<file path="config.mk">
export PLATFORM = sky130hd
export DESIGN_NAME = thread_scheduler
export DESIGN_NICKNAME = d
export VERILOG_FILES = /design/src/rtl/thread_pkg.sv /design/src/rtl/rr_pick.sv /design/src/rtl/thread_scheduler.sv
export SDC_FILE = /design/constraint.sdc
export NUM_CORES = 1
export LEC_CHECK = 0
export CORE_MARGIN = 4
export CORE_UTILIZATION = 50
export CTS_BUF_LIST = sky130_fd_sc_hd__clkbuf_4 sky130_fd_sc_hd__clkbuf_8
export CTS_CLUSTER_SIZE = 14
export DETAILED_ROUTE_END_ITERATION = 10
export DONT_BUFFER_PORTS = 1
export PLACE_DENSITY_LB_ADDON = 0.12
export RECOVER_POWER = 100
export SLEW_MARGIN = 20
export SYNTH_ARGS = -nofsm -noshare
export SYNTH_HDL_FRONTEND = slang
export SYNTH_SLANG_ARGS = --single-unit
</file>
<file path="constraint.sdc">
create_clock -name clk -period 3.95 [get_ports clk]
set_input_delay 0.79 -clock clk [delete_from_list [all_inputs] [get_ports clk]]
set_output_delay 0.79 -clock clk [all_outputs]
set_load 0.01 [all_outputs]
</file>
<file path="src/rtl/thread_pkg.sv">
// Shared thread definitions used by the register file, fetch and the scheduler.
package thread_pkg;

  localparam int NUM_THREADS = 4;
  localparam int TID_W       = $clog2(NUM_THREADS);

  typedef logic [TID_W-1:0] tid_t;

  // One pipeline slot: whether it carries a real thread, and which one.
  typedef struct packed {
    logic valid;
    tid_t tid;
  } slot_t;

endpackage : thread_pkg

</file>
<file path="src/rtl/rr_pick.sv">
// Combinational round-robin picker: the first requesting thread after 'last'.
module rr_pick
  import thread_pkg::*;
(
  input  logic [NUM_THREADS-1:0] req,
  input  tid_t                   last,
  output logic                   gnt_valid,
  output tid_t                   gnt_tid
);

  logic [2*NUM_THREADS-1:0] dbl;

  // Doubled-vector scan; walking offsets downward lets the nearest requester win.
  always_comb begin
    // NOTE: every output gets a default first so no path through the block infers a latch.
    dbl       = {req, req};
    gnt_valid = 1'b0;
    gnt_tid   = '0;
    for (int i = NUM_THREADS; i >= 1; i--) begin
      if (dbl[int'(last) + i]) begin
        gnt_valid = 1'b1;
        gnt_tid   = tid_t'((int'(last) + i) % NUM_THREADS);
      end
    end
  end

endmodule : rr_pick

</file>
<file path="src/rtl/thread_scheduler.sv">
// Barrel-thread scheduler: round-robin issue of runnable threads and a
// WB_LAT-deep slot pipeline that delivers the writeback thread ID.
module thread_scheduler
  import thread_pkg::*;
#(
  parameter int WB_LAT = 3
) (
  input  logic                   clk,
  input  logic                   reset,
  input  logic [NUM_THREADS-1:0] thread_start,
  input  logic                   halt_valid,
  input  tid_t                   halt_tid,
  input  logic                   stall,
  output logic                   issue_valid,
  output tid_t                   issue_tid,
  output logic                   wb_valid,
  output tid_t                   wb_tid,
  output logic [NUM_THREADS-1:0] active_mask,
  output logic                   all_idle
);

  logic [NUM_THREADS-1:0] active_q, active_d;
  logic [NUM_THREADS-1:0] halt_oh, nmask;
  tid_t                   last_tid_q, last_tid_d;
  slot_t                  issue_q, issue_d;
  slot_t                  slot_w [WB_LAT];
  slot_t                  slot_d [WB_LAT];
  logic                   gnt_valid;
  tid_t                   gnt_tid;
  logic                   any_slot;

  // Runnable set for this edge: starts added, a halt removes its thread and wins over a start.
  always_comb begin
    halt_oh = '0;
    if (halt_valid && (int'(halt_tid) < NUM_THREADS)) halt_oh[halt_tid] = 1'b1;
    nmask = (active_q | thread_start) & ~halt_oh;
  end

  rr_pick u_pick (
    .req       (nmask),
    .last      (last_tid_q),
    .gnt_valid (gnt_valid),
    .gnt_tid   (gnt_tid)
  );

  // Next issue slot and round-robin pointer; a stall freezes both but never the mask.
  always_comb begin
    active_d   = nmask;
    issue_d    = issue_q;
    last_tid_d = last_tid_q;
    if (!stall) begin
      if (gnt_valid) begin
        issue_d    = '{valid: 1'b1, tid: gnt_tid};
        last_tid_d = gnt_tid;
      end else begin
        issue_d.valid = 1'b0;
      end
    end
  end

  // Mask, pointer and issue registers; pointer resets to the last thread so thread 0 goes first.
  always_ff @(posedge clk or posedge reset) begin
    if (reset) begin
      active_q   <= '0;
      last_tid_q <= tid_t'(NUM_THREADS - 1);
      issue_q    <= '0;
    end else begin
      // NOTE: sequential state uses non-blocking assignments so every flop samples pre-edge values.
      active_q   <= active_d;
      last_tid_q <= last_tid_d;
      issue_q    <= issue_d;
    end
  end

  // Slot shift: stage 0 takes the issue slot, later stages take their predecessor; stall holds all.
  always_comb begin
    slot_d[0] = stall ? slot_w[0] : issue_q;
    for (int i = 1; i < WB_LAT; i++) begin
      slot_d[i] = stall ? slot_w[i] : slot_w[i-1];
    end
  end

  for (genvar g = 0; g < WB_LAT; g++) begin : g_slot
    slot_t stage_q;

    // One slot-pipeline stage; reset discards whatever was in flight.
    always_ff @(posedge clk or posedge reset) begin
      if (reset) stage_q <= '0;
      else       stage_q <= slot_d[g];
    end

    assign slot_w[g] = stage_q;
  end

  // Idle only when nothing is runnable and no real thread remains anywhere in the pipeline.
  always_comb begin
    any_slot = issue_q.valid;
    for (int i = 0; i < WB_LAT; i++) begin
      any_slot = any_slot | slot_w[i].valid;
    end
    all_idle = (active_q == '0) && !any_slot;
  end

  assign issue_valid = issue_q.valid;
  assign issue_tid   = issue_q.tid;
  assign wb_valid    = slot_w[WB_LAT-1].valid;
  assign wb_tid      = slot_w[WB_LAT-1].tid;
  assign active_mask = active_q;

endmodule : thread_scheduler

</file>
Word-level counts from Yosys, hierarchy flattened
Cells that the tools add are included.
{"block": "classes", "n_addsub": 4, "mul": 0, "div_mod_pow": 0, "order_cmp": 6, "n_eq_ne": 0, "n_shift": 0, "n_mux": 24, "bitwise_logic": 7, "reduce_logical": 5}
{"op": "32-bit by 5-bit < comparator with 1-bit output (second input constant)", "count": 3}
{"op": "1-bit 2-to-1 mux", "count": 14}
{"op": "1-bit binary-select mux with 3-bit select", "count": 4}
{"op": "2-bit 2-to-1 mux", "count": 4}
{"op": "2-bit by 2-bit adder with 3-bit output (second input constant)", "count": 2}
{"op": "2-bit by 3-bit adder with 4-bit output (second input constant)", "count": 1}
{"op": "4-bit bitwise AND", "count": 1}
{"op": "4-bit zero test", "count": 1}
{"op": "4-bit < comparator (second input constant)", "count": 1}
{"op": "4-bit 2-to-1 mux", "count": 1}
{"op": "4-bit NOT", "count": 1}
{"op": "4-bit OR", "count": 1}
{"op": "2-bit by 1-bit adder with 3-bit output (second input constant)", "count": 1}
{"op": "2-bit by 3-bit < comparator with 1-bit output (second input constant)", "count": 1}
{"op": "1-bit OR", "count": 3}
{"op": "1-bit demux with 2-bit select", "count": 1}
{"op": "2-bit by 1-bit >= comparator with 1-bit output (second input constant)", "count": 1}
{"op": "1-bit logical AND", "count": 2}
{"op": "2-bit AND reduction", "count": 1}
{"op": "1-bit zero test", "count": 1}
{"op": "1-bit NOT", "count": 1}
{"block": "word_totals", "ff_bits": 18, "latchBits": 0, "mem_bits_rw": 0, "romBits": 0, "inputBits": 10, "out_inout_bits": 11, "elab_cells": 56, "memories": 0}

Logic depth before layout (Yosys ltp)
{"block": "depth", "word_depth": 15, "depth_mapped": 5, "mapped_depth_nobuf": 5}

Cells and area by module
From an unflattened synthesis, not the netlist that was laid out.
{"block": "hier_totals", "hier_cells": 71, "area_unflattened_um2": 863.3}
{"module": "thread_scheduler", "n_inst": 1, "cells_each": 47, "area_each_um2": 689.4, "seq_area_each_um2": 452.9}
{"module": "rr_pick", "n_inst": 1, "cells_each": 24, "area_each_um2": 173.9, "seq_area_each_um2": 0.0}

Worst setup path after synthesis
No wires, ideal clock.
{"block": "synth_path", "path_type": "input-to-reg", "start": "input port halt_tid[0]", "end": "register last_tid_q[0]", "setup_time_ns": 0.081, "arrival_time_ns": 2.054, "t_required_ns": 3.869, "setup_slack_ns": 1.815, "cell_stages": 4, "n_path_buf": 0, "cell_sequence": "o32a_4 mux4_2 o31a_1 o211ai_1"}
{"block": "synth_between", "elab_chain_cells": 15, "elab_cells_between_ends": 29, "cone_classes": "2 x order compare; 23 x mux; 2 x bitwise; 2 x reduce/logical"}
{"element": "from (decl)", "line": "thread_scheduler.sv:12", "rtl": "input tid_t halt_tid,"}
{"element": "2-bit by 3-bit < comparator with 1-bit output (implied by the code) or 2-bit by 1-bit >= comparator with 1-bit output (tied branches)", "line": "thread_scheduler.sv:35", "rtl": "if (halt_valid && (int'(halt_tid) < NUM_THREADS)) halt_oh[halt_tid] = 1'b1;"}
{"element": "1-bit logical AND (implied by the code)", "line": "thread_scheduler.sv:35"}
{"element": "1-bit 2-to-1 mux (implied by the code)", "line": "thread_scheduler.sv:35"}
{"element": "1-bit demux with 2-bit select *", "line": "thread_scheduler.sv:35"}
{"element": "4-bit 2-to-1 mux *", "line": "thread_scheduler.sv:35"}
{"element": "4-bit NOT *", "line": "thread_scheduler.sv:36", "rtl": "nmask = (active_q | thread_start) & ~halt_oh;"}
{"element": "4-bit bitwise AND *", "line": "thread_scheduler.sv:36"}
{"element": "1-bit binary-select mux with 3-bit select", "line": "rr_pick.sv:20", "rtl": "if (dbl[int'(last) + i]) begin"}
{"element": "1-bit 2-to-1 mux (implied by the code) (2 in a row)", "line": "rr_pick.sv:20"}
{"element": "1-bit 2-to-1 mux (4 in a row)", "line": "rr_pick.sv:20"}
{"element": "2-bit AND reduction (no line)"}
{"element": "to (signal assigned)", "line": "thread_scheduler.sv:65", "rtl": "last_tid_q <= tid_t'(NUM_THREADS - 1);"}
{"element": "to (signal assigned)", "line": "thread_scheduler.sv:70", "rtl": "last_tid_q <= last_tid_d;"}
{"element": "to (decl)", "line": "thread_scheduler.sv:24", "rtl": "tid_t last_tid_q, last_tid_d;"}
Every way passes the cells marked *; elsewhere a longest branch is shown, timed or not. The select of a mux whose other input is x is not followed.
A chain may end at the register's enable or synchronous reset.

Final worst setup path
{"block": "layout_path", "start": "register issue_q (netlist bit issue_valid)", "end": "output port all_idle"}
{"block": "layout_between", "elab_chain_cells": 5}
{"element": "from (decl)", "line": "thread_scheduler.sv:25", "rtl": "slot_t issue_q, issue_d;"}
{"element": "from (signal assigned)", "line": "thread_scheduler.sv:71", "rtl": "issue_q <= issue_d;"}
{"element": "1-bit OR (3 in a row)", "line": "thread_scheduler.sv:99", "rtl": "any_slot = any_slot | slot_w[i].valid;"}
{"element": "1-bit zero test", "line": "thread_scheduler.sv:101", "rtl": "all_idle = (active_q == '0) && !any_slot;"}
{"element": "1-bit logical AND", "line": "thread_scheduler.sv:101"}
{"element": "to (decl)", "line": "thread_scheduler.sv:19", "rtl": "output logic all_idle"}
Every way passes these cells.

==> flow_summary_export.csv <==
group,metric,value,unit
synthesis,yosys_warnings,0,
floorplanning,initial_core_util,55.24,%
power,p_int,0.3978,mW
timing,final_hold_viol_count,0,
clocking,cts_hold_buf,0,
layout,final_common_cell,"dfrtp_1",
power,power_density,656.7,nW/um^2
layout,antennaDiodeCount,0,
drt,routedWlPerCell,16.72,um
grt,grt_pass1_vias,590,
timing,min_period,2270,ps
layout,multi_input_area,377.9,um^2
clocking,post_cts_buffers,0,
drt,dr.pass1.iters,4,
timing,timing.slew.headroom,56.92,%
layout,layout_common_cells,"dfrtp_1, mux2_2, nor2_1, inv_1, nand2_1",
worst_setup_path,cp.required,3160,ps
layout,layout-drive-gt1-share,22.78,%
layout,final_nets,91,
power,power.total,0.5974,mW
placement,port_buffers,0,
clocking,cts_buffer_depth,2,
worst_setup_path,cp_num_buf_inv,0,
floorplanning,io_pins,21,
drt,drc_errors,0,
clocking,clockRootBuffer,"clkbuf_4",
clocking,post_cts_resized,0,
timing,maxSlewViolCount,0,
worst_setup_path,cp_data_arrival_time,1480,ps
clocking,numCtsBuffers,3,
worst_setup_path,crit_family,"simple AND/OR/NAND/NOR gates",
drt,vias_per_cell,6.463,
synthesis,syn-cell-area,870.8,um^2
worst_setup_path,crit_chain,"or4_1 -> nor2_1",
grt,grt_pass1_wl,2.635,mm
power,pwr-share-comb,27.7,%
power,power.leakage,0.3696,nW
placement,dp_hpwl,1.186,mm
synthesis,avgSynthCellArea,11.46,um^2
power,netSwitchingFraction,33.41,%
layout,seqCellArea,452.9,um^2
synthesis,ys_types,25,
layout,stdcell_area,909.6,um^2
floorplanning,die-area,2474,um^2
min_path,hold_class,"primary input to async pin",
placement,place_congestion,0.7886,
drt,routed_wl,1.588,mm
drt,met1_length,782,um
timing,setup_viol,0,
timing,max_freq,440.5,MHz
power,seq_power_share,53.4,%
layout,areaGrowthSynthToFinish,4.454,%
worst_setup_path,cpPeakStageDelay,540,ps
grt,antenna_found_initial,0,
worst_setup_path,slowest_stage,"or4_1",
timing,worst_pin_slew,645.5,ps
grt,grt_overflow,0,
drt,dr_wl_met2,675,um
floorplanning,core,1577,um^2
placement,placed_area,887.1,um^2
floorplanning,die_height,49.74,um
job,cap_violations,0,
outcome,outcome,"complete, no violations",
power,ir_worst_vdd,0.3153,mV
layout,nFillCells,141,
timing,finalCritPeriodShare,57.47,%
grt,grt_start_max_net_pins,19,
floorplanning,die_w,49.74,um
drt,drt-initial-drc-count,4,
clocking,cts_htree_levels,1,
timing,rsz0062_at_grt,"false",
clocking,clkLatencyLatePin,290,ps
drt,vias,614,
worst_setup_path,end_kind,"primary output",
timing,setup_tns,0,ps
clocking,clk_pin_slew_worst_paths,110,ps
timing,fin_skew,7.582,ps
synthesis,seq_area_frac_synth,52.01,%
drt,top_layer,"met4",
power,clkPwrFrac,18.9,%
clocking,cts_tree,"built",
worst_setup_path,worstPathMaxFanout,4,
synthesis,syn_inst,76,
power,p_switching,0.1996,mW
worst_setup_path,crit_type,"flop to primary output",
clocking,clkSinkCount,18,
grt,grt_usage,14.18,%
drt,detail-route-antenna-nets,0,
synthesis,synth.net_count,87,
floorplanning,rows,14,
synthesis,synth_seq_cells,18,
drt,dr_wl_met3,110,um
worst_setup_path,startpoint_type,"flop",
kinds of logic after synthesis:
| group | count (synthesis) | share of synthesized area (%) |
|---|---|---|
| AOI/OAI and AO/OA | 18 | 16.38 |
| adders and majority gates | 1 | 1.437 |
| muxes | 10 | 14.22 |
| DFF | 18 | 52.01 |
| and+or+nand+nor | 22 | 12.93 |
| buffers and inverters | 7 | 3.017 |
layer usage:
metal	vias to the layer above	GRT usage, %
met3	4	4.819
met4	0	7.834
li1	290	-
met1	300	18.62
met2	20	20.26
met5	-	0
registers in the layout, indices dropped and copies added (netlist names):
name	cells
wb_valid	1
wb_tid	2
issue_tid	2
active_mask	4
g_slot.stage_q	6
issue_valid	1
last_tid_q	2
worst paths after layout:
| path | from | end | slack (ps) | cells past startpoint |
|---|---|---|---|---|
| max | issue_valid | all_idle | 1680 | 2 |
| min | reset | g_slot[1].stage_q[2] | 460 | 1 |
| max reg2reg | active_mask[3] | issue_tid[0] | 2070 | 5 |
| min reg2reg | g_slot[1].stage_q[0] | wb_tid[0] | 510 | 1 |
| max in group asynchronous | reset | g_slot[0].stage_q[1] | 3080 | 1 |
| min in group clk | g_slot[1].stage_q[0] | wb_tid[0] | 510 | 1 |
cell type report:
class	count	area share (%)
Tap cell	16	2.201
Sequential cell	18	49.79
Multi-Input combinational cell	51	41.54
Inverter	6	2.476
Clock buffer	4	3.989
synthesized netlist by cell type:
cell type / instances / area [um^2]
a211oi_1: 1 / 7.510
a31oi_1: 1 / 6.260
and3_2: 1 / 7.510
and3b_2: 2 / 20.02
clkbuf_1: 1 / 3.750
dfrtp_1: 16 / 400.4
dfstp_2: 2 / 52.55
ha_1: 1 / 12.51
inv_1: 6 / 22.52
mux2_2: 9 / 101.4
mux4_2: 1 / 22.52
nand2_1: 5 / 18.77
nor2_1: 8 / 30.03
nor2b_1: 1 / 6.260
nor3_1: 3 / 15.01
o211ai_1: 3 / 22.52
o21a_1: 1 / 7.510
o21ai_0: 4 / 20.02
o221ai_1: 1 / 8.760
o22ai_1: 1 / 6.260
o311ai_0: 1 / 8.760
o31a_1: 2 / 17.52
o31ai_1: 2 / 15.01
o32a_4: 1 / 22.52
or4_1: 2 / 15.01
per-stage QoR:
step | std cells | setup slack [ps] | hold WS [ps] | util, %
after global routing | 95 | 1605 | 495.6 | 57.70
after global placement | 91 | 1739 | 486.4 | 56.27
after CTS | 95 | 1661 | 472.7 | 58.57
after floorplan | 76 | 1815 | 475.0 | -
after detailed placement | 91 | 1730 | 493.6 | 56.27
final | 95 | 1680 | 456.4 | 57.70
power by group through the flow:
stage / clock, mW / combinational [mW] / sequential [mW]
global placement: 0 / 0.164 / 0.320
detailed placement: 0 / 0.166 / 0.322
global route: 0.125 / 0.189 / 0.327
finish: 0.113 / 0.165 / 0.319
floorplan: 0 / 0.144 / 0.305
CTS: 0.117 / 0.167 / 0.319
(Power assumes the default switching activity.)
